$ cat src/rtl/cpu_pkg.sv
// Shared core types for the register-file write path: write-port payload, arbiter states, fixed register ids.
// Pure declarations, no logic.
package cpu_pkg;

  localparam int RF_ADDR_W = 4;
  localparam int RF_DATA_W = 32;

  // Return-address register, also hard-wired in WB.
  localparam logic [RF_ADDR_W-1:0] RA_REG = 4'hF;

  typedef enum logic {
    ARB_NORMAL    = 1'b0,
    ARB_AUX_FORCE = 1'b1
  } Arb_State_e;

  typedef struct packed {
    logic                 en;
    logic [RF_ADDR_W-1:0] addr;
    logic [RF_DATA_W-1:0] data;
  } Rf_Wr_t;

endpackage

$ cat src/rtl/rf_wr_starve_ctr.sv
// Counts consecutive blocked aux cycles and raises force_aux for one grant after MAX_WAIT of them.
// Latency: force_aux is registered, asserted the cycle after the MAX_WAIT-th block; no backpressure of its own.
module rf_wr_starve_ctr
  import cpu_pkg::*;
#(
  parameter int MAX_WAIT = 4
) (
  input  logic Clk,
  input  logic Rst,
  input  logic aux_valid,
  input  logic aux_ready,
  output logic force_aux
);

  localparam int CNT_W = $clog2(MAX_WAIT + 1);
  localparam logic [CNT_W-1:0] WAIT_LAST = CNT_W'(MAX_WAIT - 1);

  Arb_State_e       state;
  logic [CNT_W-1:0] wait_cnt;
  logic             aux_fire;

  assign aux_fire = aux_valid & aux_ready;

  always_ff @(posedge Clk) begin
    if (Rst) begin
      state     <= ARB_NORMAL;
      wait_cnt  <= '0;
      force_aux <= 1'b0;
    end else begin
      if (aux_fire || !aux_valid) begin
        wait_cnt <= '0;
      end else begin
        wait_cnt <= wait_cnt + 1'b1;
      end

      case (state)
        ARB_NORMAL: begin
          if (aux_valid && !aux_ready && wait_cnt == WAIT_LAST) begin
            state     <= ARB_AUX_FORCE;
            force_aux <= 1'b1;
          end
        end
        ARB_AUX_FORCE: begin
          // A dropped request is a protocol error; fall back rather than stall WB forever.
          if (aux_fire || !aux_valid) begin
            state     <= ARB_NORMAL;
            force_aux <= 1'b0;
          end
        end
      endcase
    end
  end

  a_aux_hold : assert property (@(posedge Clk) disable iff (Rst)
    (state == ARB_AUX_FORCE) |-> aux_valid)
    else $error("aux request withdrawn while forced onto the write port");

endmodule

$ cat src/rtl/rf_wr_arbiter.sv
// Shares the RF write port between WB (priority) and an aux writer, with a starvation guard for aux.
// Latency 1 cycle to rf_wr_*; WB is back-pressured only for the single forced aux grant, aux waits while WB writes.
module rf_wr_arbiter
  import cpu_pkg::*;
#(
  parameter int DATA_W   = RF_DATA_W,
  parameter int ADDR_W   = RF_ADDR_W,
  parameter int MAX_WAIT = 4,
  parameter int STAT_W   = 16
) (
  input  logic              Clk,
  input  logic              Rst,
  input  logic              Wb_Valid_i,
  output logic              Wb_Ready_o,
  input  logic              Wb_WrEn_i,
  input  logic [ADDR_W-1:0] Wb_Addr_i,
  input  logic [DATA_W-1:0] Wb_Data_i,
  input  logic              Aux_Valid_i,
  output logic              Aux_Ready_o,
  input  logic [ADDR_W-1:0] Aux_Addr_i,
  input  logic [DATA_W-1:0] Aux_Data_i,
  output logic              rf_wr_en,
  output logic [ADDR_W-1:0] rf_wr_addr,
  output logic [DATA_W-1:0] rf_wr_data,
  output logic [STAT_W-1:0] Wb_Stall_Cnt_o
);

  if (DATA_W != RF_DATA_W || ADDR_W != RF_ADDR_W) begin : g_width_check
    $error("rf_wr_arbiter widths must match the Rf_Wr_t payload");
  end

  logic              force_aux;
  logic              wb_need;
  logic              wb_fire;
  logic              wb_wr;
  logic              aux_fire;
  Rf_Wr_t            wr_q;
  logic [STAT_W-1:0] stall_q;

  assign wb_need = Wb_Valid_i & Wb_WrEn_i;

  // Grants are held low during reset so nothing is consumed in the reset cycle.
  assign Wb_Ready_o  = !Rst & !force_aux;
  assign Aux_Ready_o = !Rst & Aux_Valid_i & (force_aux | !wb_need);

  assign wb_fire  = Wb_Valid_i & Wb_Ready_o;
  assign wb_wr    = wb_fire & Wb_WrEn_i;
  assign aux_fire = Aux_Valid_i & Aux_Ready_o;

  rf_wr_starve_ctr #(
    .MAX_WAIT (MAX_WAIT)
  ) u_starve (
    .Clk       (Clk),
    .Rst       (Rst),
    .aux_valid (Aux_Valid_i),
    .aux_ready (Aux_Ready_o),
    .force_aux (force_aux)
  );

  always_ff @(posedge Clk) begin
    if (Rst) begin
      wr_q <= '0;
    end else begin
      wr_q.en   <= wb_wr | aux_fire;
      wr_q.addr <= aux_fire ? Aux_Addr_i : Wb_Addr_i;
      wr_q.data <= aux_fire ? Aux_Data_i : Wb_Data_i;
    end
  end

  always_ff @(posedge Clk) begin
    if (Rst) begin
      stall_q <= '0;
    end else if (force_aux && Wb_Valid_i && stall_q != '1) begin
      stall_q <= stall_q + 1'b1;
    end
  end

  assign rf_wr_en       = wr_q.en;
  assign rf_wr_addr     = wr_q.addr;
  assign rf_wr_data     = wr_q.data;
  assign Wb_Stall_Cnt_o = stall_q;

  a_one_writer : assert property (@(posedge Clk) disable iff (Rst)
    !(aux_fire && wb_wr))
    else $error("WB and aux both granted the write port");

endmodule

$ cat config.mk
export PLATFORM = sky130hd
export DESIGN_NAME = rf_wr_arbiter
export DESIGN_NICKNAME = d
export VERILOG_FILES = /design/src/rtl/cpu_pkg.sv /design/src/rtl/rf_wr_starve_ctr.sv /design/src/rtl/rf_wr_arbiter.sv
export SDC_FILE = /design/constraint.sdc
export NUM_CORES = 1
export LEC_CHECK = 0
export CAP_MARGIN = 10
export CORE_MARGIN = 2
export CORE_UTILIZATION = 35
export CTS_CLUSTER_DIAMETER = 30
export CTS_CLUSTER_SIZE = 28
export DETAILED_ROUTE_END_ITERATION = 16
export GPL_ROUTABILITY_DRIVEN = 0
export PLACE_DENSITY = 0.73
export SYNTH_ARGS = -nofsm -noshare
export SYNTH_HDL_FRONTEND = slang
export SYNTH_SLANG_ARGS = --single-unit
$ cat constraint.sdc
create_clock -name Clk -period 2.5 [get_ports Clk]
set_clock_uncertainty 0.15 [all_clocks]
set_input_delay 0.25 -clock Clk [delete_from_list [all_inputs] [get_ports Clk]]
set_output_delay 0.25 -clock Clk [all_outputs]
set_load 0.005 [all_outputs]
==> results of run 1 <==
-- synth_stat cells (all sizes together) (3+ instances only) --
master,n,area share [%]
buf,5,2.1
nor2,14,2.1
o21ai,3,0.61
clkbuf,18,2.7
a211oi,3,0.91
inv,5,0.76
ha,3,1.5
a31o,36,13
nand3,11,2.2
nand4,8,2.3
nand2,12,1.8
a31oi,3,0.76
and4,4,1.5
or4,6,2.0
a21oi,4,0.81
dfxtp,58,47
and3,38,9.6
nor2b,4,1.0
-- metrics by stage --
step           std cells  util (%)  worst slack, ns  instance area (sq um)
6_report             489      58.9            0.376                   4020
5_1_grt              489      58.9            0.319                   4020
4_1_cts              489      58.9            0.396                   4020
3_5_place_dp         473      56.5            0.363                   3860
3_3_place_gp         473      56.5            0.389                   3860
2_1_floorplan        260         -            0.574                   2480
-- power breakdown --
group	total [W]	leakage (nW)	internal, W	switching, W
Clock	0.000737	0.0872	0.000383	0.000354
Sequential	0.000984	0.478	0.000973	0.0000118
Combinational	0.000345	1.07	0.000238	0.000107
Total	0.00207	1.63	0.00159	0.000473
-- logic make-up (layout without fill, tap and decap cells) --
family,Yosys count,after routing,synth area share (%)
AOI/OAI and AO/OA,62,62,20.4
adders and majority gates,3,3,1.52
buffers and inverters,28,161,5.61
and+or+nand+nor,108,108,25.3
muxes,1,1,0.404
DFF,58,58,46.9
-- state kept, by name, indices dropped and copies added, names as in the netlist --
register / count
u_starve.state: 1
Wb_Stall_Cnt_o: 16
rf_wr_en: 1
u_starve.wait_cnt: 3
rf_wr_data: 32
u_starve.force_aux: 1
rf_wr_addr: 4
-- worst max-delay path, cell delays in order, from the launching register on --
cell and delay (ns):
sky130_fd_sc_hd__dfxtp_1 0.51, sky130_fd_sc_hd__nand4_2 0.19, sky130_fd_sc_hd__or4_4 0.58, sky130_fd_sc_hd__or4_1 0.48, sky130_fd_sc_hd__a21oi_1 0.15
-- final cells by class --
type,instances,area (sq um)
fill,611,2810
clock buffer,13,149
tap,96,120
clock inverter,3,15.0
sequential,58,1160
multi-input combinational,174,1180
timing repair buffer,140,1380
inverter,5,18.8
-- routing by layer --
metal	routed length, um	track usage, %
met1	3190	24.9
met2	3600	32.0
met5	0	0
met3	738	8.29
met4	60	7.30
-- how the worst min path moves through the flow --
stage                                    startpoint                         endpoint  slack, ns  cells after the start
after floorplan                         Aux_Valid_i              rf_wr_en$_SDFF_PP0_       0.22                      2
after global placement    u_starve.state$_SDFF_PP0_  u_starve.force_aux$_SDFFE_PP0P_       0.25                      1
after detailed placement  u_starve.state$_SDFF_PP0_  u_starve.force_aux$_SDFFE_PP0P_       0.26                      1
after CTS                 u_starve.state$_SDFF_PP0_  u_starve.force_aux$_SDFFE_PP0P_       0.27                      1
after global routing      u_starve.state$_SDFF_PP0_  u_starve.force_aux$_SDFFE_PP0P_       0.30                      1
final                     u_starve.state$_SDFF_PP0_  u_starve.force_aux$_SDFFE_PP0P_       0.27                      1
==> out/results.txt, run 1 <==
The run finished with clean final reports. The power density relative to cell area is 514 mW/mm^2, and the number of distinct library cells after synthesis is 42. The endpoint class of the critical path is a register.

For the worst setup path, the data required time is 2.61 ns. The reg2reg setup slack was 0.38 ns. For this run, the total global-route usage over all layers was measured as 20.2%. The number of vias per cell was 5.16.

The floorplan step set the die width to 88.1 um. The tools report the number of global-route vias before repair as 2463. Startpoint of the worst-slack reg-to-reg timing path: Wb_Stall_Cnt_o[3]$_SDFFE_PP0P_. The critical-path maximum fanout was 10. For this run, the top clock speed supported by timing is 471 MHz. Peak ir drop on the vdd network: 0.263 mV.

Tracing the worst setup path back leads to its startpoint at Wb_Stall_Cnt_o[3]$_SDFFE_PP0P_. The library cells used most frequently in the layout, excluding fill and tap cells, are sky130_fd_sc_hd__clkdlybuf4s50_1 (131), sky130_fd_sc_hd__dfxtp_1 (58), sky130_fd_sc_hd__and3_1 (38). 132 I/O pins were placed. For this design the static power due to leakage is 1.63 nW. Clock-pin slew was measured on the worst setup and hold paths at 0.06 ns. The tools report the overall power as 0.00207 W. Wire length per cell after detailed routing: 15.5 um. After legalization and detailed placement, the total HPWL measured 5480 um. Across the run, the number of max-cap violations was 0. The maximum number of pins on one net before global-route repair is 39, and the post-synthesis area per instance is 9.53 sq um.

The number of buffers between clock root and the deepest sink came out at 2. The setup path with the least slack is of type reg2reg. The share of post-route cells with drive strength above 1 was 16.3%; the detailed router's first-iteration violation count was 113. In the final timing run, aggregate negative setup slack is 0 ns. The sequential share of the synthesized area was 46.9%.

TritonCTS built the clock tree. Once the clock tree was built, the resizer swapped 0 gates to a different size. The count of final max-slew check failures was 0; the share of flip-flops with an asynchronous set or reset after synthesis was 0%.

After the last flow step, the layout net total stands at 468. Setup violations remaining at the end of the flow were counted as 0. After synthesis the cells add up to 0.00248 sq mm. Number of buffers inserted for hold repair after clock tree synthesis: 0. The port buffer count is 131.

The number of hold-slack violations in the final timing report was 0. The final wirelength is 7590 um. Yosys printed 0 warnings.

The most critical setup path has its endpoint at Wb_Stall_Cnt_o[14]$_SDFFE_PP0P_. The final route contains 2521 vias. Counting cells, the worst reg-to-reg path comes to 4. The number of remaining DRC errors was 0; the period utilization was 85.0%. Core area: 0.00683 sq mm.

The setup fix buffers added after clock tree synthesis is 0. The repair_antennas step left the layout with diodes totalling 0. In this run the clock root is driven by a sky130_fd_sc_hd__clkbuf_8. The first detailed-routing pass ran for 4 iterations.

The library cell used most frequently in the layout, excluding fill and tap cells, is sky130_fd_sc_hd__clkdlybuf4s50_1. The count of clock tree sinks was 58. The run gives 12000 um as the first-pass GRT wire length.

The worst setup path is launched from a register. The smallest clock period supported by the final layout is computed as 2.12 ns. The run gives 2.23 ns as the arrival time at the worst endpoint. The dominant synthesized flop cell is sky130_fd_sc_hd__dfxtp_1.

On the final layout, the worst hold slack is 0.268 ns. After synthesis the netlist holds a flip-flop and latch count of 58. The clock tree synthesis step divided the H-tree into 3 levels.

Headroom to the max-slew limit came out at 74.0%. Setup repair after global routing left no endpoint under its margin. The area growth from synthesis to layout is 62.4%. Number of antenna violations at the first check in global routing: 0.

The full die area was 0.00777 sq mm; the total clock buffers created by CTS was 9. Counting flops with a built-in enable in the synthesized netlist gives 0. In this run the critical register-to-register path is captured at Wb_Stall_Cnt_o[14]$_SDFFE_PP0P_. For the worst-skew pair, the clock arrives at the later sink with an insertion delay of 0.33 ns.

The vertical die dimension is 88.1 um, and the starting density of the core is 36.3%. For the total congestion overflow after global routing, the log shows 0. Synthesis produced 260 cells. The floorplan has 30 rows. The worst hold path belongs to the class reg2reg. At the pin with the least slew margin, the transition time is 0.386 ns. The run gives 0 as the number of nets still failing antenna checks after routing.

Counting every net in the synthesized netlist gives 340.
No activity file was read; power rests on OpenSTA's default activity.
==> run 2: changes to the inputs <==
--- a/config.mk
+++ b/config.mk
@@ -12,7 +12,7 @@
 export CTS_CLUSTER_SIZE = 28
 export DETAILED_ROUTE_END_ITERATION = 16
 export GPL_ROUTABILITY_DRIVEN = 0
-export PLACE_DENSITY = 0.73
+export PLACE_DENSITY = 0.76
 export SYNTH_ARGS = -nofsm -noshare
 export SYNTH_HDL_FRONTEND = slang
 export SYNTH_SLANG_ARGS = --single-unit
==> constraint.sdc (replaced) <==
create_clock -name Clk -period 1.92 [get_ports Clk]
set_clock_uncertainty 0.15 [all_clocks]
set_input_delay 0.192 -clock Clk [delete_from_list [all_inputs] [get_ports Clk]]
set_output_delay 0.192 -clock Clk [all_outputs]
set_load 0.005 [all_outputs]
==> run 2 against run 1 <==
Wire length up 4.7%. Cell count up 4.3%. Design area up 5.2%. Global-route usage up 0.72 points. Sequential cell count unchanged. Sequential power up 30%. Via count up 6.5%. Highest routed layer unchanged.
==> out/results.txt, run 2 (synthesis gave the netlist of run 1 again) <==
Clock tree synthesis selected as its root buffer the cell sky130_fd_sc_hd__clkbuf_8. Worst min-delay path class: reg2reg. The tools report the number of global-route vias before repair as 2595 (+5.4%).

The critical-path maximum fanout is 5 (-5), and the core area is 0.00683 sq mm (unchanged). The run gives 602 (-1.5%) as the number of fillers in the final layout. Number of buffers inserted for hold repair after clock tree synthesis: 0 (unchanged). Source of the worst hold timing path: u_starve.state$_SDFF_PP0_. The total congestion overflow after global routing came out at 0 (unchanged). The run gives 0.00401 sq mm (+4.0%) as the placed instance area. I/O pin count: 132 (unchanged). For the leakage power of the design, the log shows 1.75 nW (+7.5%). The endpoint class of the critical path was a register. The tools report the detailed router's first-iteration violation count as 110 (-2.7%). The share of post-route cells with drive strength above 1 is 22.7% (+6.4 points). For the setup TNS after final layout, the log shows 0 ns (unchanged). The worst-case setup margin in the final layout is 0.0853 ns (-0.291 ns). For the first-pass GRT wire length, the log shows 12400 um (+2.9%). The post-placement setup slack came out at -0.147 ns (-0.510 ns). The leading cell type in the layout, fill and taps excluded was sky130_fd_sc_hd__clkdlybuf4s50_1. The count of clock tree sinks is 58 (unchanged). The reg2reg setup slack was 0.09 ns (-0.29 ns). The die outline width is 88.1 um (unchanged). The tools report the placed wire-length estimate after detailed placement as 5670 um (+3.5%). Setup repair after global routing left no endpoint under its margin.

Number of nets still failing antenna checks after routing: 0 (unchanged). The sort of element at the start of the critical path is a register. The overall global routing resource usage is 21.0% (+0.72 points).

The run gives 0.00423 sq mm (+5.2%) as the design area. The peak ir drop on the vdd network was 0.567 mV (+120%). For the number of setup violations in the final report, the log shows 0 (unchanged). The period utilization came out at 95.6% (+11 points). The wire length per cell after detailed routing is 15.6 um (+0.40%), and the number of max-capacitance violations reported is 0 (unchanged). The post-layout utilization of the core was 61.9% (+3.0 points). The run finished with clean final reports. The full die area was 0.00777 sq mm (unchanged); the count of final max-slew check failures was 0 (unchanged). The logs give 39 (unchanged) for the maximum number of pins on one net before global-route repair and 489 (+4.5%) for the final net count. The vertical die dimension came out at 88.1 um (unchanged).

TritonCTS built the clock tree. The via count is 2686 (+6.5%). The register clock-pin slew on the reported worst setup and hold paths works out to 0.07 ns (about the same).

The arrival time at the worst endpoint was 1.96 ns (-0.27 ns); the worst-margin pin slew was 0.417 ns (+0.0310 ns). The number of buffers between clock root and the deepest sink is 2 (unchanged). The worst setup path is of the reg2reg kind. The path with the worst hold slack has its endpoint at u_starve.force_aux$_SDFFE_PP0P_. The number of core rows is 30 (unchanged).

Number of search-and-repair iterations in the first detailed-routing pass: 4 (unchanged). The most critical setup path has its startpoint at Wb_Stall_Cnt_o[6]$_SDFFE_PP0P_. Shortest period the worst path allows: 1.83 ns (-0.289 ns).

The number of levels in the clock H-tree was 3 (unchanged). The worst hold slack after final layout is 0.261 ns (-0.00628 ns). The power density relative to cell area was 682 mW/mm^2 (+33%). The worst register-to-register path ends at Wb_Stall_Cnt_o[13]$_SDFFE_PP0P_. The worst slew slack as a fraction of its limit is 72.2% (-1.8 points). The area growth from synthesis to layout is 70.8%. The tools report the number of hold-slack violations in the final timing report as 0 (unchanged). The critical path required time is 2.04 ns (-0.57 ns), and the port buffer count is 131 (unchanged). The number of flip-flops under the largest register name was 32 (unchanged).

The worst register-to-register path begins at Wb_Stall_Cnt_o[6]$_SDFFE_PP0P_. The tools report the number of antenna violations at the first check in global routing as 0 (unchanged). Final wirelength: 7950 um (+4.7%).

The number of cells on the worst reg-to-reg path was 4 (unchanged); the number of remaining DRC errors was 0 (unchanged). In the layout the commonest cells are sky130_fd_sc_hd__clkdlybuf4s50_1 (130), sky130_fd_sc_hd__dfxtp_1 (53), sky130_fd_sc_hd__and3_1 (38). The tools report the starting density of the core as 36.3% (unchanged). The maximum clock rate was 545 MHz (+16%); the total clock buffers created by CTS was 9 (unchanged). The clock network latency to the later pin of the worst-skew pair is 0.34 ns (about the same), and the number of vias per cell is 5.27 (+2.2%).

The tools report the antenna diode count as 0 (unchanged). The number of cells traversed by the worst hold path was 1 (unchanged).
-- run 2: final cells by class --
cell class                 count  area, sq um  share of cell area, %
timing repair buffer         161         1540                   36.3
clock inverter                 2         35.0                  0.828
sequential                    58         1170                   27.6
multi-input combinational    174         1190                   28.2
clock buffer                  14          163                   3.85
inverter                       5         18.8                  0.444
tap                           96          120                   2.84
-- run 2: critical path: stages (launching register included) --
cell and delay (ns):
sky130_fd_sc_hd__dfxtp_2 0.33, sky130_fd_sc_hd__nand4_2 0.13, sky130_fd_sc_hd__or4_4 0.59, sky130_fd_sc_hd__or4_1 0.43, sky130_fd_sc_hd__a21oi_1 0.15
-- run 2: power by group --
| group | total [W] | leakage [nW] | switching, W | internal, W |
|---|---|---|---|---|
| clock | 0.00115 | 0.101 | 0.000480 | 0.000670 |
| sequential | 0.00128 | 0.481 | 0.0000151 | 0.00127 |
| combinational | 0.000452 | 1.17 | 0.000141 | 0.000311 |
| total | 0.00288 | 1.75 | 0.000636 | 0.00225 |
-- run 2: worst max path at each step --
stage                                                 end  slack [ns]
after floorplan           Wb_Stall_Cnt_o[14]$_SDFFE_PP0P_       0.003
after detailed placement  Wb_Stall_Cnt_o[13]$_SDFFE_PP0P_       -0.15
final                     Wb_Stall_Cnt_o[13]$_SDFFE_PP0P_        0.09
after global routing      Wb_Stall_Cnt_o[14]$_SDFFE_PP0P_       0.001
after global placement    Wb_Stall_Cnt_o[13]$_SDFFE_PP0P_       -0.12
after CTS                 Wb_Stall_Cnt_o[14]$_SDFFE_PP0P_        0.01
-- run 2: metal layers --
layer  global-route usage, %  part of all wire, %
met3                    10.7                   12
met5                       0                    0
met4                    8.40                  1.7
met2                    35.0                   50
met1                    22.6                   37
-- run 2: through the flow --
step	power (W)	cells
after global routing	0.00299	510
after floorplan	0.00145	260
final	0.00288	510
after detailed placement	0.00176	493
after global placement	0.00176	493
after CTS	0.00292	509
-- run 2: repair_timing --
item                                    CTS  global route
pin swaps                                 1             3
cloned                                    0             0
setup buffers                             0             1
resized for setup                         2             6
endpoints found under the setup margin    2             1
